### src/rtl/aes_pkg.sv
// Shared AES definitions: sizes, S-box table, GF(2^8) xtime and the key-schedule state type.
package aes_pkg;

  localparam int NR = 10;
  localparam int KW = 128;
  localparam logic [3:0] LAST_IDX = 4'(NR);

  typedef enum logic [1:0] {IDLE, EXPAND, DONE} ks_state_e;

  // One generated round key as it leaves the schedule.
  typedef struct packed {
    logic          valid;
    logic [3:0]    idx;
    logic [KW-1:0] key;
  } gen_t;

  localparam logic [7:0] AES_SBOX [256] = '{
    8'h63, 8'h7c, 8'h77, 8'h7b, 8'hf2, 8'h6b, 8'h6f, 8'hc5, 8'h30, 8'h01, 8'h67, 8'h2b, 8'hfe, 8'hd7, 8'hab, 8'h76,
    8'hca, 8'h82, 8'hc9, 8'h7d, 8'hfa, 8'h59, 8'h47, 8'hf0, 8'had, 8'hd4, 8'ha2, 8'haf, 8'h9c, 8'ha4, 8'h72, 8'hc0,
    8'hb7, 8'hfd, 8'h93, 8'h26, 8'h36, 8'h3f, 8'hf7, 8'hcc, 8'h34, 8'ha5, 8'he5, 8'hf1, 8'h71, 8'hd8, 8'h31, 8'h15,
    8'h04, 8'hc7, 8'h23, 8'hc3, 8'h18, 8'h96, 8'h05, 8'h9a, 8'h07, 8'h12, 8'h80, 8'he2, 8'heb, 8'h27, 8'hb2, 8'h75,
    8'h09, 8'h83, 8'h2c, 8'h1a, 8'h1b, 8'h6e, 8'h5a, 8'ha0, 8'h52, 8'h3b, 8'hd6, 8'hb3, 8'h29, 8'he3, 8'h2f, 8'h84,
    8'h53, 8'hd1, 8'h00, 8'hed, 8'h20, 8'hfc, 8'hb1, 8'h5b, 8'h6a, 8'hcb, 8'hbe, 8'h39, 8'h4a, 8'h4c, 8'h58, 8'hcf,
    8'hd0, 8'hef, 8'haa, 8'hfb, 8'h43, 8'h4d, 8'h33, 8'h85, 8'h45, 8'hf9, 8'h02, 8'h7f, 8'h50, 8'h3c, 8'h9f, 8'ha8,
    8'h51, 8'ha3, 8'h40, 8'h8f, 8'h92, 8'h9d, 8'h38, 8'hf5, 8'hbc, 8'hb6, 8'hda, 8'h21, 8'h10, 8'hff, 8'hf3, 8'hd2,
    8'hcd, 8'h0c, 8'h13, 8'hec, 8'h5f, 8'h97, 8'h44, 8'h17, 8'hc4, 8'ha7, 8'h7e, 8'h3d, 8'h64, 8'h5d, 8'h19, 8'h73,
    8'h60, 8'h81, 8'h4f, 8'hdc, 8'h22, 8'h2a, 8'h90, 8'h88, 8'h46, 8'hee, 8'hb8, 8'h14, 8'hde, 8'h5e, 8'h0b, 8'hdb,
    8'he0, 8'h32, 8'h3a, 8'h0a, 8'h49, 8'h06, 8'h24, 8'h5c, 8'hc2, 8'hd3, 8'hac, 8'h62, 8'h91, 8'h95, 8'he4, 8'h79,
    8'he7, 8'hc8, 8'h37, 8'h6d, 8'h8d, 8'hd5, 8'h4e, 8'ha9, 8'h6c, 8'h56, 8'hf4, 8'hea, 8'h65, 8'h7a, 8'hae, 8'h08,
    8'hba, 8'h78, 8'h25, 8'h2e, 8'h1c, 8'ha6, 8'hb4, 8'hc6, 8'he8, 8'hdd, 8'h74, 8'h1f, 8'h4b, 8'hbd, 8'h8b, 8'h8a,
    8'h70, 8'h3e, 8'hb5, 8'h66, 8'h48, 8'h03, 8'hf6, 8'h0e, 8'h61, 8'h35, 8'h57, 8'hb9, 8'h86, 8'hc1, 8'h1d, 8'h9e,
    8'he1, 8'hf8, 8'h98, 8'h11, 8'h69, 8'hd9, 8'h8e, 8'h94, 8'h9b, 8'h1e, 8'h87, 8'he9, 8'hce, 8'h55, 8'h28, 8'hdf,
    8'h8c, 8'ha1, 8'h89, 8'h0d, 8'hbf, 8'he6, 8'h42, 8'h68, 8'h41, 8'h99, 8'h2d, 8'h0f, 8'hb0, 8'h54, 8'hbb, 8'h16
  };

  function automatic logic [7:0] sbox(input logic [7:0] b);
    return AES_SBOX[b];
  endfunction

  function automatic logic [7:0] xtime(input logic [7:0] b);
    return {b[6:0], 1'b0} ^ (b[7] ? 8'h1b : 8'h00);
  endfunction

endpackage

### src/rtl/aes_key_schedule_if.sv
// Control/data bundle between the key schedule (slave) and its consumer (master).
interface aes_key_schedule_if;
  import aes_pkg::*;

  logic          start;
  logic [KW-1:0] key;
  logic          keyReady;
  logic          genValid;
  logic [3:0]    genIdx;
  logic [KW-1:0] genKey;
  logic [3:0]    rdIdx;
  logic [KW-1:0] roundKey;

  modport master (
    output start, key, rdIdx,
    input  keyReady, genValid, genIdx, genKey, roundKey
  );

  modport slave (
    input  start, key, rdIdx,
    output keyReady, genValid, genIdx, genKey, roundKey
  );

endinterface

### src/rtl/aes_sbox.sv
// 8-bit combinational AES S-box; shared by the key schedule and the cipher datapath.
module aes_sbox
  import aes_pkg::*;
(
  input  logic [7:0] a,
  output logic [7:0] y
);

  assign y = sbox(a);

endmodule

### src/rtl/aes_key_schedule.sv
// Iterative AES-128 key expansion: one round key per cycle into an 11-entry bank,
// streamed out as generated, with a registered random-access read port.
module aes_key_schedule
  import aes_pkg::*;
(
  input  logic              clk,
  input  logic              reset,
  aes_key_schedule_if.slave bus
);

  ks_state_e     state_q, state_d;
  logic [3:0]    cnt_q, cnt_d;
  logic [7:0]    rcon_q, rcon_d;
  logic          ready_q, ready_d;
  gen_t          gen_q, gen_d;
  logic [KW-1:0] rd_q, rd_d;
  logic [KW-1:0] bank_q [NR+1];
  logic [KW-1:0] bank_d [NR+1];

  // gen_q.key doubles as the previous round key feeding the next expansion step.
  logic [31:0]   w3_rot, w3_sub, temp;
  logic [31:0]   w4, w5, w6, w7;
  logic [KW-1:0] next_key;

  assign w3_rot = {gen_q.key[23:0], gen_q.key[31:24]};

  for (genvar b = 0; b < 4; b++) begin : g_subword
    aes_sbox u_sbox (
      .a (w3_rot[8*b +: 8]),
      .y (w3_sub[8*b +: 8])
    );
  end

  assign temp     = w3_sub ^ {rcon_q, 24'h0};
  assign w4       = gen_q.key[127:96] ^ temp;
  assign w5       = gen_q.key[95:64]  ^ w4;
  assign w6       = gen_q.key[63:32]  ^ w5;
  assign w7       = gen_q.key[31:0]   ^ w6;
  assign next_key = {w4, w5, w6, w7};

  always_comb begin
    state_d   = state_q;
    cnt_d     = cnt_q;
    rcon_d    = rcon_q;
    ready_d   = ready_q;
    gen_d     = gen_q;
    gen_d.valid = 1'b0;
    bank_d    = bank_q;
    rd_d      = '0;
    // Read sees pre-edge bank contents: no write bypass.
    if (bus.rdIdx <= LAST_IDX) rd_d = bank_q[bus.rdIdx];

    case (state_q)
      IDLE, DONE: begin
        if (bus.start) begin
          bank_d[0] = bus.key;
          gen_d     = '{valid: 1'b1, idx: 4'd0, key: bus.key};
          ready_d   = 1'b0;
          cnt_d     = 4'd1;
          rcon_d    = 8'h01;
          state_d   = EXPAND;
        end
      end
      EXPAND: begin
        bank_d[cnt_q] = next_key;
        gen_d   = '{valid: 1'b1, idx: cnt_q, key: next_key};
        cnt_d   = cnt_q + 4'd1;
        rcon_d  = xtime(rcon_q);
        if (cnt_q == LAST_IDX) begin
          state_d = DONE;
          ready_d = 1'b1;
        end
      end
      default: state_d = IDLE;
    endcase
  end

  always_ff @(posedge clk or negedge reset) begin
    if (!reset) begin
      state_q <= IDLE;
      cnt_q   <= '0;
      rcon_q  <= 8'h01;
      ready_q <= 1'b0;
      gen_q   <= '0;
      rd_q    <= '0;
      for (int i = 0; i <= NR; i++) bank_q[i] <= '0;
    end else begin
      state_q <= state_d;
      cnt_q   <= cnt_d;
      rcon_q  <= rcon_d;
      ready_q <= ready_d;
      gen_q   <= gen_d;
      rd_q    <= rd_d;
      bank_q  <= bank_d;
    end
  end

  assign bus.keyReady = ready_q;
  assign bus.genValid = gen_q.valid;
  assign bus.genIdx   = gen_q.idx;
  assign bus.genKey   = gen_q.key;
  assign bus.roundKey = rd_q;

endmodule
### src/flat_wrapper.sv
// flat-port wrapper written by rule: the top's interface ports become plain ports
module aes_key_schedule_flat import aes_pkg::*;
  (clk, reset, bus_start, bus_key, bus_rdIdx, bus_keyReady, bus_genValid, bus_genIdx, bus_genKey, bus_roundKey);
  aes_key_schedule_if bus_i ();
  input  logic clk;
  input  logic reset;
  input wire logic [$bits(bus_i.start)-1:0] bus_start;
  input wire logic [$bits(bus_i.key)-1:0] bus_key;
  input wire logic [$bits(bus_i.rdIdx)-1:0] bus_rdIdx;
  output wire logic [$bits(bus_i.keyReady)-1:0] bus_keyReady;
  output wire logic [$bits(bus_i.genValid)-1:0] bus_genValid;
  output wire logic [$bits(bus_i.genIdx)-1:0] bus_genIdx;
  output wire logic [$bits(bus_i.genKey)-1:0] bus_genKey;
  output wire logic [$bits(bus_i.roundKey)-1:0] bus_roundKey;
  assign bus_i.start = bus_start;
  assign bus_i.key = bus_key;
  assign bus_i.rdIdx = bus_rdIdx;
  assign bus_keyReady = bus_i.keyReady;
  assign bus_genValid = bus_i.genValid;
  assign bus_genIdx = bus_i.genIdx;
  assign bus_genKey = bus_i.genKey;
  assign bus_roundKey = bus_i.roundKey;
  aes_key_schedule u_core (.clk(clk), .reset(reset), .bus(bus_i));
endmodule
### config.mk
export PLATFORM = sky130hd
export DESIGN_NAME = aes_key_schedule_flat
export DESIGN_NICKNAME = d
export VERILOG_FILES = /design/src/rtl/aes_pkg.sv /design/src/rtl/aes_key_schedule_if.sv /design/src/rtl/aes_sbox.sv /design/src/rtl/aes_key_schedule.sv /design/src/flat_wrapper.sv
export SDC_FILE = /design/constraint.sdc
export NUM_CORES = 2
export LEC_CHECK = 0
export CAP_MARGIN = 25
export CORE_MARGIN = 2
export CORE_UTILIZATION = 60
export DETAILED_ROUTE_END_ITERATION = 12
export PLACE_DENSITY = 0.77
export SKIP_CTS_REPAIR_TIMING = 1
export SLEW_MARGIN = 20
export SYNTH_ARGS = -nofsm -noshare
export SYNTH_HDL_FRONTEND = slang
export SYNTH_SLANG_ARGS = --single-unit
### constraint.sdc
create_clock -name clk -period 5.1 [get_ports clk]
set_clock_uncertainty 0.1 [all_clocks]
set_input_delay 1.02 -clock clk [delete_from_list [all_inputs] [get_ports clk]]
set_output_delay 1.02 -clock clk [all_outputs]
set_load 0.01 [all_outputs]
==> results.md <==
- Status: finished, final reports clean
- Dpl hpwl: ~250000 microns
- H-tree Lvls: 4
- Worst-path clk slew: 60 ps
- Worst setup SP type: register
- Mean Syn Cell Area: ~9.6 sq um
- Top post-synthesis cells by area: dfrtp_1 48%, o21ai_0 8.3%, mux4_2 8.2%, nand2_1 6.9%, mux2i_1 3.7%
- Nets: between 9k and 10k
- Number of global-route vias before repair: 77.7k
- Finish-stage setup viols: 0
- Max-Cap Viols: 0
- Seq cells post-synth: 1684
- GR Util met1: 63.0%
- 1st-pass router iterations: 8
- Cell count of the worst reg-to-reg path: 13
- Met3 usage in global routing: approximately a fifth
- Placed Area: 0.0945 sq mm
- Die width: 386 microns
- Post-route cell area: about 0.10 sq mm
- Worst r2r dst: u_core.bank_q[515]
- Slowest cell on the critical path: ha_1
- CTS root buffer: clkbuf_16
- Bufs on Longest Clock Path: 3
- Sequential fraction of the synthesis area: 48.0%
- CTS tree: built
- Final Cycle Share: 97.7%
- Netlist Area Pre-Place: 0.0878 sq mm
- YS warnings: 0
- Routed vias: 80.3k
- Critical path type: register to register
- Cells after Synth: between 9k and 10k
- EDFF count, synth: 0
- Grt ovf: 0
- Worst hold path class: primary input to asynchronous set/reset pin
- Drt drc: 0
- Initial Utilization: 60.4%
- Tmin final: 4980 ps
- CP max FO: 34
- Most crowded layer after global routing: met2
- IO Pins: 397
- Fin. max-slew vios: 0
- Post-synth top area cell: dfrtp_1
- Logic depth of the worst path, buffers included: 13
- Crit path cell chain: buf_4 > ha_1 > or2_2 > nand2_1 > mux4_2 > mux4_2 > mux2i_4 > xnor2_1 > xnor2_2 > xor2_2 > xnor2_1 > buf_4 > o21ai_1
- Initial antenna violation count: 43
- Critical Path AT: 5550 ps
- Slew @ Worst Pin: 1190 ps
- CTS Buf Count: 171
- CORE AREA: 0.145 sq mm
- Grt met2 use: 69.1%
- RSZ-0062 raised after global routing: false
- Post-synth top area share: 48.0%
- I/O Buffers: 396
- Reg-to-Reg Start: u_core.bus.genKey[24]
- Max Clk Rate: 201 MHz
- Clock sink count: 1684
- Crit-path leading delay family: multiplexers
- Ys flop type: dfrtp_1
- Area grow syn2layout: 14.2%
- Layout cells sized above 1: 12.4%
- Tot GR Track Use: 49.1%
- Asr flop ratio synth: 100%
- Critical Path Sink Type: register
- Chip height: 386 microns
- Syn_nets: ~9.4k
- Die area: approximately 0.15 sq mm
- Worst Path Buf+Inv: 2
- DR iter-0 viols: around 12k
- Routed wire length: ~370000 microns
- Routability Congestion: 1.10
- Drt wl/cell: 32.8 microns
- Final Hold Viols: 0
- Site Rows: 140
- Worst path required time: 5670 ps
- Post-route ant nets: 0
- R2R Setup Slk: 120 ps
- Vias per inst: 7.12
- Clk_lat worst skew: 850 ps
- Pin count of the biggest net entering global routing: 187
- Max-slew headroom: 20.3%
- Count of different cell masters after synthesis: 103
- Crit-path max cell delay: roughly 570 ps
- Global-route wire length before repair: around 540000 microns
[kinds of logic (layout without fill, tap and decap cells)]
family,count (synthesis),after routing,share of synthesized area (%)
simple gates,2644,2644,12.8
mux,676,676,12.3
flops,1684,1684,48.0
buf+inv,1031,1193,4.73
fa+ha+maj,60,60,0.855
compound gates,2880,2880,19.0
xor+xnor,201,201,2.27
other cells,0,20,0
[Yosys cell counts (91+ instances only)]
cell type,n
nand3_1,106
nor2_1,451
nand2b_1,106
o22ai_1,219
o21ai_0,1455
buf_2,128
a21oi_1,556
clkbuf_1,714
mux4_2,319
buf_1,91
xnor2_1,124
dfrtp_1,1683
nand2_1,1610
mux2i_1,328
[layout make-up]
class                   count  area (sq um)
clock inverters            41           696
well taps                1917          2400
inverters                  74           278
fillers                 10671         45200
diodes                     20          50.0
flip-flops and latches   1684         42200
clock buffers             253          4920
multi-input cells        6461         41700
repair buffers            825          8010
[placed cells by master (no fill, tap or decap), types with 25 or more instances in the layout]
master / count
xor2_1: 53
buf_4: 364
and2_1: 43
o221ai_1: 25
nand2b_1: 104
o21ai_1: 44
o21ai_0: 1455
o311ai_0: 29
clkdlybuf4s50_1: 391
a21oi_1: 556
clkbuf_8: 32
xnor2_1: 115
mux4_2: 319
mux2_2: 27
nor2b_1: 70
o211ai_1: 59
nand2_1: 1599
clkbuf_1: 50
nor3_1: 83
o31ai_1: 25
ha_1: 60
inv_1: 65
nor2_1: 449
nand3_1: 106
dfrtp_1: 1670
mux2i_1: 328
buf_12: 63
a21o_1: 29
and3_1: 35
a31oi_1: 62
clkbuf_16: 172
a311oi_1: 47
a211oi_1: 67
o22ai_1: 219
or2_2: 30
[flip-flops by register name, summed over array words and instances, names as in the netlist]
signal / count
u_core.bus.genIdx: 4
u_core.bus.keyReady: 1
u_core.bank_q: 1408
u_core.rcon_q: 8
u_core.bus.genValid: 1
u_core.cnt_q: 4
u_core.bus.genKey: 128
u_core.state_q: 2
u_core.bus.roundKey: 128
[layer usage]
metal	vias to the layer above	routed length (microns)
met5	-	335
met4	42	29800
met3	1498	55800
met2	6421	155000
met1	39705	129000
li1	32610	-
[through the flow]
step           worst slack (ps)  utilization [%]  cells  TNS (ps)  hold WS [ps]
2_1_floorplan               863                -   9176         0           334
3_5_place_dp              -54.1             65.0  10960      -219           359
4_1_cts                    -143             68.9  11254     -1220           114
3_3_place_gp              -13.7             65.0  10958     -21.2           353
5_1_grt                    20.0             68.9  11262         0          99.7
6_report                    118             68.9  11275         0          40.6
[worst max-delay path by stage]
stage / from / endpoint
floorplan: u_core.bus.genKey[17] / u_core.bank_q[220]
global placement: u_core.bus.genKey[0] / u_core.bank_q[905]
detailed placement: u_core.bus.genKey[0] / u_core.bank_q[393]
CTS: u_core.bus.genKey[0] / u_core.bank_q[393]
global route: u_core.bus.genKey[10] / u_core.bank_q[790]
finish: u_core.bus.genKey[24] / u_core.bank_q[515]
[worst register-to-register path: cells and delay by family, from the launching register on]
family | cells | cell delay (ps)
flops | 1 | 440
compound gates | 1 | 130
mux | 3 | 1290
xor+xnor | 4 | 1230
simple gates | 2 | 300
fa+ha+maj | 1 | 580
buf+inv | 2 | 740
Power is left out: the tool's default activity adds up to more than one toggle a clock period on the data nets, which glitch-free logic cannot reach.
